$ cat config.mk
export PLATFORM = sky130hd
export DESIGN_NAME = ram_block_mover
export DESIGN_NICKNAME = d
export VERILOG_FILES = /design/src/rtl/ram_block_mover.sv
export SDC_FILE = /design/constraint.sdc
export NUM_CORES = 1
export LEC_CHECK = 0
export CAP_MARGIN = 20
export CORE_MARGIN = 3
export CORE_UTILIZATION = 45
export DETAILED_ROUTE_END_ITERATION = 10
export PLACE_DENSITY = 0.71
export SYNTH_ARGS = -nofsm -noshare
export SYNTH_HDL_FRONTEND = slang
export SYNTH_SLANG_ARGS = --single-unit
$ cat constraint.sdc
create_clock -name cl -period 4.55 [get_ports cl]
set_clock_uncertainty 0.15 [all_clocks]
set_input_delay 0.6825 -clock cl [delete_from_list [all_inputs] [get_ports cl]]
set_output_delay 0.6825 -clock cl [all_outputs]
set_load 0.01 [all_outputs]
$ cat src/rtl/ram_block_mover.sv
// ram_block_mover: initiator on a single-port RAM (cl/st/ad/X/Y).
// Runs one block command at a time: COPY (read src, write dst, 3 cycles/word)
// or FILL (write pattern to dst, 1 cycle/word). Every output is registered.
module ram_block_mover #(
  parameter int AW = 16,
  parameter int DW = 16
) (
  input  logic          cl,
  input  logic          rst_n,
  input  logic          start,
  input  logic          mode,
  input  logic [AW-1:0] src,
  input  logic [AW-1:0] dst,
  input  logic [AW-1:0] len,
  input  logic [DW-1:0] pattern,
  output logic          busy,
  output logic          done,
  output logic [AW-1:0] count,
  output logic          st,
  output logic [AW-1:0] ad,
  output logic [DW-1:0] X,
  input  logic [DW-1:0] Y
);

  typedef enum logic [2:0] {
    S_IDLE = 3'd0,
    S_RD   = 3'd1,
    S_WAIT = 3'd2,
    S_WR   = 3'd3,
    S_DONE = 3'd4
  } state_t;

  state_t        r_state, w_state_nxt;
  logic          r_mode,  w_mode_nxt;
  logic [AW-1:0] r_src,   w_src_nxt;
  logic [AW-1:0] r_dst,   w_dst_nxt;
  logic [AW-1:0] r_len,   w_len_nxt;
  logic [AW-1:0] r_count, w_count_nxt;
  logic          r_busy,  w_busy_nxt;
  logic          r_done,  w_done_nxt;
  logic          r_st,    w_st_nxt;
  logic [AW-1:0] r_ad,    w_ad_nxt;
  logic [DW-1:0] r_x,     w_x_nxt;
  logic [AW-1:0] w_cnt_inc;

  // Word index after the current write; addresses wrap naturally at AW bits.
  assign w_cnt_inc = r_count + AW'(1);

  // Next-state and next-output decode; every register holds unless a state says otherwise.
  always_comb begin
    w_state_nxt = r_state;
    w_mode_nxt  = r_mode;
    w_src_nxt   = r_src;
    w_dst_nxt   = r_dst;
    w_len_nxt   = r_len;
    w_count_nxt = r_count;
    w_busy_nxt  = r_busy;
    w_done_nxt  = 1'b0;
    w_st_nxt    = 1'b0;
    w_ad_nxt    = r_ad;
    w_x_nxt     = r_x;
    case (r_state)
      S_IDLE: begin
        w_busy_nxt = 1'b0;
        if (start) begin
          w_mode_nxt  = mode;
          w_src_nxt   = src;
          w_dst_nxt   = dst;
          w_len_nxt   = len;
          w_count_nxt = '0;
          w_busy_nxt  = 1'b1;
          if (len == '0) begin
            w_state_nxt = S_DONE;
            w_done_nxt  = 1'b1;
          end else if (!mode) begin
            // COPY: present the first source address during RD.
            w_state_nxt = S_RD;
            w_ad_nxt    = src;
          end else begin
            // FILL: go straight to writing; X keeps the pattern for the whole command.
            w_state_nxt = S_WR;
            w_ad_nxt    = dst;
            w_x_nxt     = pattern;
            w_st_nxt    = 1'b1;
          end
        end else begin
          w_state_nxt = S_IDLE;
        end
      end
      S_RD: begin
        // RAM samples ad at the end of this cycle.
        w_state_nxt = S_WAIT;
      end
      S_WAIT: begin
        // Y now carries mem[src+count]; turn it around into a write.
        w_state_nxt = S_WR;
        w_x_nxt     = Y;
        w_ad_nxt    = r_dst + r_count;
        w_st_nxt    = 1'b1;
      end
      S_WR: begin
        w_count_nxt = w_cnt_inc;
        if (w_cnt_inc == r_len) begin
          w_state_nxt = S_DONE;
          w_done_nxt  = 1'b1;
        end else if (!r_mode) begin
          w_state_nxt = S_RD;
          w_ad_nxt    = r_src + w_cnt_inc;
        end else begin
          // Back-to-back FILL: st stays high, only the address advances.
          w_state_nxt = S_WR;
          w_ad_nxt    = r_dst + w_cnt_inc;
          w_st_nxt    = 1'b1;
        end
      end
      S_DONE: begin
        w_state_nxt = S_IDLE;
        w_busy_nxt  = 1'b0;
      end
      default: begin
        w_state_nxt = S_IDLE;
        w_busy_nxt  = 1'b0;
      end
    endcase
  end

  // State and output registers; reset clears st asynchronously so a pending write is dropped.
  always_ff @(posedge cl or negedge rst_n) begin
    if (!rst_n) begin
      r_state <= S_IDLE;
      r_mode  <= 1'b0;
      r_src   <= '0;
      r_dst   <= '0;
      r_len   <= '0;
      r_count <= '0;
      r_busy  <= 1'b0;
      r_done  <= 1'b0;
      r_st    <= 1'b0;
      r_ad    <= '0;
      r_x     <= '0;
    end else begin
      r_state <= w_state_nxt;
      r_mode  <= w_mode_nxt;
      r_src   <= w_src_nxt;
      r_dst   <= w_dst_nxt;
      r_len   <= w_len_nxt;
      r_count <= w_count_nxt;
      r_busy  <= w_busy_nxt;
      r_done  <= w_done_nxt;
      r_st    <= w_st_nxt;
      r_ad    <= w_ad_nxt;
      r_x     <= w_x_nxt;
    end
  end

  assign busy  = r_busy;
  assign done  = r_done;
  assign count = r_count;
  assign st    = r_st;
  assign ad    = r_ad;
  assign X     = r_x;

endmodule
Word level (Yosys, flattened, before mapping)
Index checks and enable logic that the tools add are counted.
- register bits: 103
- output and inout bits: 51
- word-level logic and storage cells: 63
- $add $sub $neg: 4
- equal/unequal tests: 8
- muxes and demuxes: 30
- reductions and logical operators: 10
- operators by type and width (kind ; count):
    two-way mux 16 bit ; 9
    one-hot mux 16 bit (2 select lines) ; 2
    adder 16 bit ; 3
    one-hot mux 16 bit (3 select lines) ; 1
    adder 16 x 1 -> 16 bit (second input constant) ; 1
    == test 16 bit ; 1
    zero test 16 bit ; 1
    one-hot mux 3 bit (4 select lines) ; 1
    two-way mux 1 bit ; 9
    two-way mux 3 bit ; 3
    inequality test 2 bit (second input constant) ; 4
    AND reduction 4 bit ; 2
    == test 3 x 2 -> 1 bit (second input constant) ; 2
    two-way mux 2 bit ; 2
    one-hot mux 1 bit (2 select lines) ; 2
    AND reduction 2 bit ; 2
    nonzero test 2 bit ; 2
    == test 3 x 1 -> 1 bit (second input constant) ; 1
    zero test 3 bit ; 1
    one-hot mux 1 bit (3 select lines) ; 1
    nonzero test 3 bit ; 1
    OR reduction 3 bit ; 1

Logic depth before layout (Yosys ltp)
Gate-level depths: netlist of run 1.
- depth in word-level cells: 5
- depth in mapped cells: 14
- depth with buffers taken out: 13

Least setup slack after synthesis of run 1
OpenSTA, ideal clock, no wires.
- kind: register to register
- start point: register r_mode
- end point: register r_ad[14] (netlist: ad[14])
- library setup time: 0.127 ns
- arrival time: 3.473 ns
- required time: 4.273 ns
- path slack: 0.799 ns
- stages on the path, launching flop included: 13
- buffers on the path: 2
- clock period less this slack: 3.751 ns
- path through: dfrtp_1 > clkbuf_1 > buf_1 > mux2_2 > fa_1 > a211o_1 > a21oi_1 > o21ai_0 > a211o_1 > mux2i_1 > o211ai_1 > a211o_1 > mux2_1
- word-level cells in the longest chain between the ends: 3
- ends and longest elaborated chain (what ; line ; source):
    start: declaration ; 34 ; logic r_mode, w_mode_nxt;
    start signal: assignment ; 143 ; r_mode <= w_mode_nxt;
    two-way mux 16 bit ; 106 ; end else if (!r_mode) begin
    two-way mux 16 bit ; 103 ; if (w_cnt_inc == r_len) begin
    one-hot mux 16 bit (3 select lines) ; 62 ; case (r_state)
    end signal: assignment ; 151 ; r_ad <= w_ad_nxt;
    end: declaration ; 42 ; logic [AW-1:0] r_ad, w_ad_nxt;
No other way between the ends. The select of a mux whose other input is x is not followed.
A chain may end at the register's enable or synchronous reset.

Worst setup path in the final report of run 1
- start point: register r_count[1] (netlist: count[1])
- end point: register r_ad[12] (netlist: ad[12])
- word-level cells in the longest chain between the ends: 5
- elaborated cells between the ends (all ways): 10
- ends and longest elaborated chain (what ; line ; source):
    start: declaration ; 38 ; logic [AW-1:0] r_count, w_count_nxt;
    start signal: assignment ; 147 ; r_count <= w_count_nxt;
    adder 16 x 1 -> 16 bit ; 47 ; assign w_cnt_inc = r_count + AW'(1);
    adder 16 bit (on tied branches) ; 108, 112 ;
    two-way mux 16 bit ; 106 ;
    two-way mux 16 bit ; 103 ;
    one-hot mux 16 bit (3 select lines) ; 62 ;
Several ways; a longest one is shown, not always the timed one. The select of a mux whose other input is x is not followed.

==> results_tabular.tex, run 1 <==
\begin{tabular}{lr}
\hline
Metric & Value \\
\hline
\multicolumn{2}{l}{\textbf{Status}} \\
\quad Status & finished, final reports clean \\
\multicolumn{2}{l}{\textbf{Setup path}} \\
\quad Worst Setup End Kind & flop \\
\quad Cells traversed along the worst timing path & ha\_1, nand4\_2, nor3\_1, xor2\_1, ha\_1, or2\_2, a21o\_1, o31ai\_1, a21boi\_0, o21ai\_0, xnor2\_1, a221oi\_1, a21oi\_1 \\
\quad Kind of critical path & flop to flop \\
\quad Reg-to-reg startpoint & count[1] \\
\quad Critical register-to-register path endpoint & ad[12] \\
\quad Cell depth of the worst flop-to-flop path & 13 \\
\quad Critical-path cell with the highest stage delay & dfrtp\_1 \\
\quad Cell mode on critical path & ha\_1 \\
\quad Delay contributed by the slowest stage of the critical path & approximately 530 ps \\
\quad Critical path data required time & 4600 ps \\
\quad Critical Path Source Type & flop \\
\quad Register-to-Register Setup Slack & 650 ps \\
\quad Worst Path Arrival & 3950 ps \\
\quad Top fanout value on the critical path & 8 \\
\multicolumn{2}{l}{\textbf{Route}} \\
\quad Routed via count & 5872 \\
\quad Routed length per placed instance & $\sim$19 µm \\
\quad Residual DRC count & 0 \\
\quad Total routed wire length on the met1 layer & 8695 µm \\
\quad Detailed router's first-iteration violation count & between 300 and 400 \\
\quad Per-cell via count in the routed design & just under 6 \\
\quad Uppermost signal routing layer after detailed routing & met4 \\
\quad Overall routed net length & 19140 µm \\
\quad Number of nets still failing antenna checks after routing & 0 \\
\quad Met3 layer wire length in the routed design & 1198 µm \\
\quad WL met2 & around 8900 µm \\
\quad Number of iterations in the first detailed-routing pass & 6 \\
\multicolumn{2}{l}{\textbf{Logic synthesis}} \\
\quad Most instantiated flip-flop cell in the synthesis netlist & dfrtp\_1 \\
\quad Syn Inst Count & roughly 690 \\
\quad Count of distinct cell types in the synthesized netlist & 71 \\
\quad Post-synthesis instance area & 6884 µm² \\
\quad Share of async-settable or async-resettable flops after synthesis & 100.0\% \\
\quad Post-synth net total & 809 \\
\quad Number of flip-flops and latches in the synthesized netlist & 103 \\
\quad Register area share after synthesis & approximately 37\% \\
\quad Yosys Warn Count & 0 \\
\quad Count of flip-flops with a built-in enable after synthesis & 0 \\
\quad Syn\_area\_per\_cell & 9.948 µm² \\
\multicolumn{2}{l}{\textbf{Clock tree}} \\
\quad Clk buf depth & 2 \\
\quad Clock slew at the register clock pins of the worst setup and hold paths & 70 ps \\
\quad Root buffer cell & clkbuf\_16 \\
\quad Cts-stage hold buffer count & 0 \\
\quad CTS Buf Count & 9 \\
\quad Clock insertion delay at the later pin of the skew report & 350 ps \\
\quad PostCTS Resize Cnt & 0 \\
\quad TritonCTS clock tree & yes \\
\quad Depth of the CTS H-tree & 3 \\
\quad Number of setup buffers added after CTS & 0 \\
\quad Clock Sinks & between 100 and 150 \\
\multicolumn{2}{l}{\textbf{Run}} \\
\quad Count of max-cap constraint violations & 0 \\
\multicolumn{2}{l}{\textbf{Placed design}} \\
\quad Number of input and output port buffers inserted & 134 \\
\quad Number of instances in the placed design & 983 \\
\quad Dpl ws & $\sim$670 ps \\
\quad Placer's final routability congestion estimate & 0.9093 \\
\quad Placement Cell Area & 8366 µm² \\
\quad Post-detailed-placement half-perimeter wirelength & 14160 µm \\
\multicolumn{2}{l}{\textbf{Power and ir drop}} \\
\quad Peak supply drop & approximately 0.00022 V \\
\quad P per Cell Area & 653.9 nW/µm² \\
\quad Static Leakage & 3.732 nW \\
\multicolumn{2}{l}{\textbf{Floorplan}} \\
\quad Number of placement rows & 44 \\
\quad Initial Utilization & a little under half \\
\quad DIE AREA & 16820 µm² \\
\quad Top Ports & 135 \\
\quad Area of the placeable core & 14750 µm² \\
\quad Overall die width & 129.7 µm \\
\quad Die span in y & $\sim$130 µm \\
\multicolumn{2}{l}{\textbf{Finish}} \\
\quad Fraction of layout cells with a size suffix above 1 & 13.97\% \\
\quad Final cell area excluding filler cells & 8663 µm² \\
\quad Number of diodes added for antenna fixing & 0 \\
\quad Count of placed standard cells in the final layout, fillers left out & 1000 \\
\quad Relative area change from synthesis to final layout & 25.85\% \\
\quad Final nets & 928 \\
\multicolumn{2}{l}{\textbf{Timing}} \\
\quad Achievable frequency & 256.3 MHz \\
\quad Worst slew margin relative to its limit & 36.23\% \\
\quad Setup\_tns & 0 ps \\
\quad Portion of the clock cycle consumed by the worst path in the final layout & 85.74\% \\
\quad Post-route worst setup slack & 648.8 ps \\
\quad Min Hold Slack & 327.3 ps \\
\quad Transition time of the tightest slew-check pin & approximately 960 ps \\
\quad Unrepaired setup endpoints after global routing & false \\
\quad Shortest clock period the worst path allows after layout & 3901 ps \\
\quad Number of endpoints failing setup at the final stage & 0 \\
\quad Number of hold violations in the final report & 0 \\
\quad Max-slew violations & 0 \\
\multicolumn{2}{l}{\textbf{Global route}} \\
\quad Initial antenna violation count & 0 \\
\quad Number of global-route vias before repair & 5897 \\
\quad Maximum number of pins on one net before global-route repair & 74 \\
\quad Leftover overflow at the end of global routing & 0 \\
\quad Global-route usage over all layers & between 20\% and 30\% \\
\quad Global-route wire length before repair & 30590 µm \\
\multicolumn{2}{l}{\textbf{Worst hold path}} \\
\quad Worst min path class & input port to asynchronous set/reset pin \\
\hline
\end{tabular}
cell families after synthesis:
| logic type | share of synthesized area, % |
|---|---|
| AND/OR/NAND/NOR | 14.29 |
| AO/OA/AOI/OAI | 16.01 |
| flip-flops | 37.44 |
| multiplexers | 14.72 |
| XOR/XNOR | 8.251 |
| buffers and inverters | 3.071 |
| adder cells (fa/ha/maj) | 6.216 |
flip-flops by register name, indices dropped and copies added, names as in the netlist:
name / flops
done: 1
r_len: 16
X: 16
r_src: 16
st: 1
busy: 1
count: 16
r_mode: 1
r_state: 3
r_dst: 16
ad: 16
stage by stage:
step / total power, mW / util [%]
2_1_floorplan: 3.809 / -
3_3_place_gp: 4.755 / 56.70
3_5_place_dp: 4.864 / 56.70
4_1_cts: 5.649 / 58.67
5_1_grt: 6.080 / 58.72
6_report: 5.665 / 58.72
cell type report:
class	instances	area [µm²]
clock buffers	10	229.0
well taps	184	230.2
flip-flops and latches	103	2577
fillers	1261	6091
repair buffers	143	1406
clock inverters	6	61.31
inverters	15	56.30
multi-input cells	539	4103
how the worst max path moves through the flow:
stage	slack, ps	endpoint	start
final	650	ad[12]	count[1]
after global routing	320	ad[12]	count[1]
after global placement	800	ad[12]	count[0]
after CTS	640	ad[12]	count[1]
after detailed placement	670	ad[12]	count[1]
after floorplan	800	ad[14]	r_mode
layout by cell type, fill, tap and decap left out, types with 21 or more instances in the layout:
| cell type | instances |
|---|---|
| a21oi_1 | 32 |
| a31oi_1 | 21 |
| clkdlybuf4s50_1 | 133 |
| dfrtp_1 | 103 |
| ha_1 | 31 |
| mux2_2 | 67 |
| nand2_1 | 64 |
| nor2_1 | 54 |
| o21ai_0 | 40 |
| xnor2_1 | 30 |
per-layer routing:
layer	up-vias	track usage (%)
met2	203	37.25
li1	2774	-
met4	0	8.374
met3	22	3.092
met5	-	0
met1	2873	32.21
where the power goes:
| part | switching, mW | internal (mW) |
|---|---|---|
| Sequential | 0.346 | 1.33 |
| Combinational | 1.64 | 1.58 |
| Clock | 0.343 | 0.425 |
| Total | 2.33 | 3.34 |
worst max-delay path: cells and delay by family, from the launching register on:
| kind | cells | cell delay (ps) |
|---|---|---|
| AOI/OAI and AO/OA | 6 | 1040 |
| and+or+nand+nor | 3 | 930 |
| adders and majority gates | 2 | 730 |
| DFF | 1 | 530 |
| xor gates and xnor gates | 2 | 370 |
cells in the mapped netlist (all sizes together) (4+ instances only):
library cell	n	area share, %
a211o	5	0.64
a211oi	13	1.4
a21o	11	1.2
a21oi	33	2.6
a22o	6	0.76
a31oi	21	1.9
and3	10	1.0
buf	12	0.98
clkbuf	23	1.3
dfrtp	103	37
ha	31	5.6
inv	15	0.82
mux2	74	12
mux2i	18	2.6
nand2	65	3.6
nand3	14	1.4
nand4	7	0.73
nor2	55	3.0
nor2b	9	0.82
nor3	12	0.95
nor4	11	1.5
o211ai	6	0.65
o21ai	41	3.0
o31ai	4	0.44
xnor2	30	3.8
xnor3	6	2.0
xor2	13	1.8
Power figures use the tool's default switching activity.
==> run 2: changes to the inputs <==
==> constraint.sdc (replaced) <==
create_clock -name cl -period 4.55 [get_ports cl]
set_clock_uncertainty 0.15 [all_clocks]
set_input_delay 0.6825 -clock cl [delete_from_list [all_inputs] [get_ports cl]]
set_output_delay 0.6825 -clock cl [all_outputs]
set_load 0.02 [all_outputs]
==> results of run 2 <==
Same layout as run 1 (identical final DEF). Status: finished, final reports clean.
Among the figures that moved: total power 5.665 mW -> 5.794 mW; worst IR drop on VDD 0.0002238 V -> 0.0002305 V
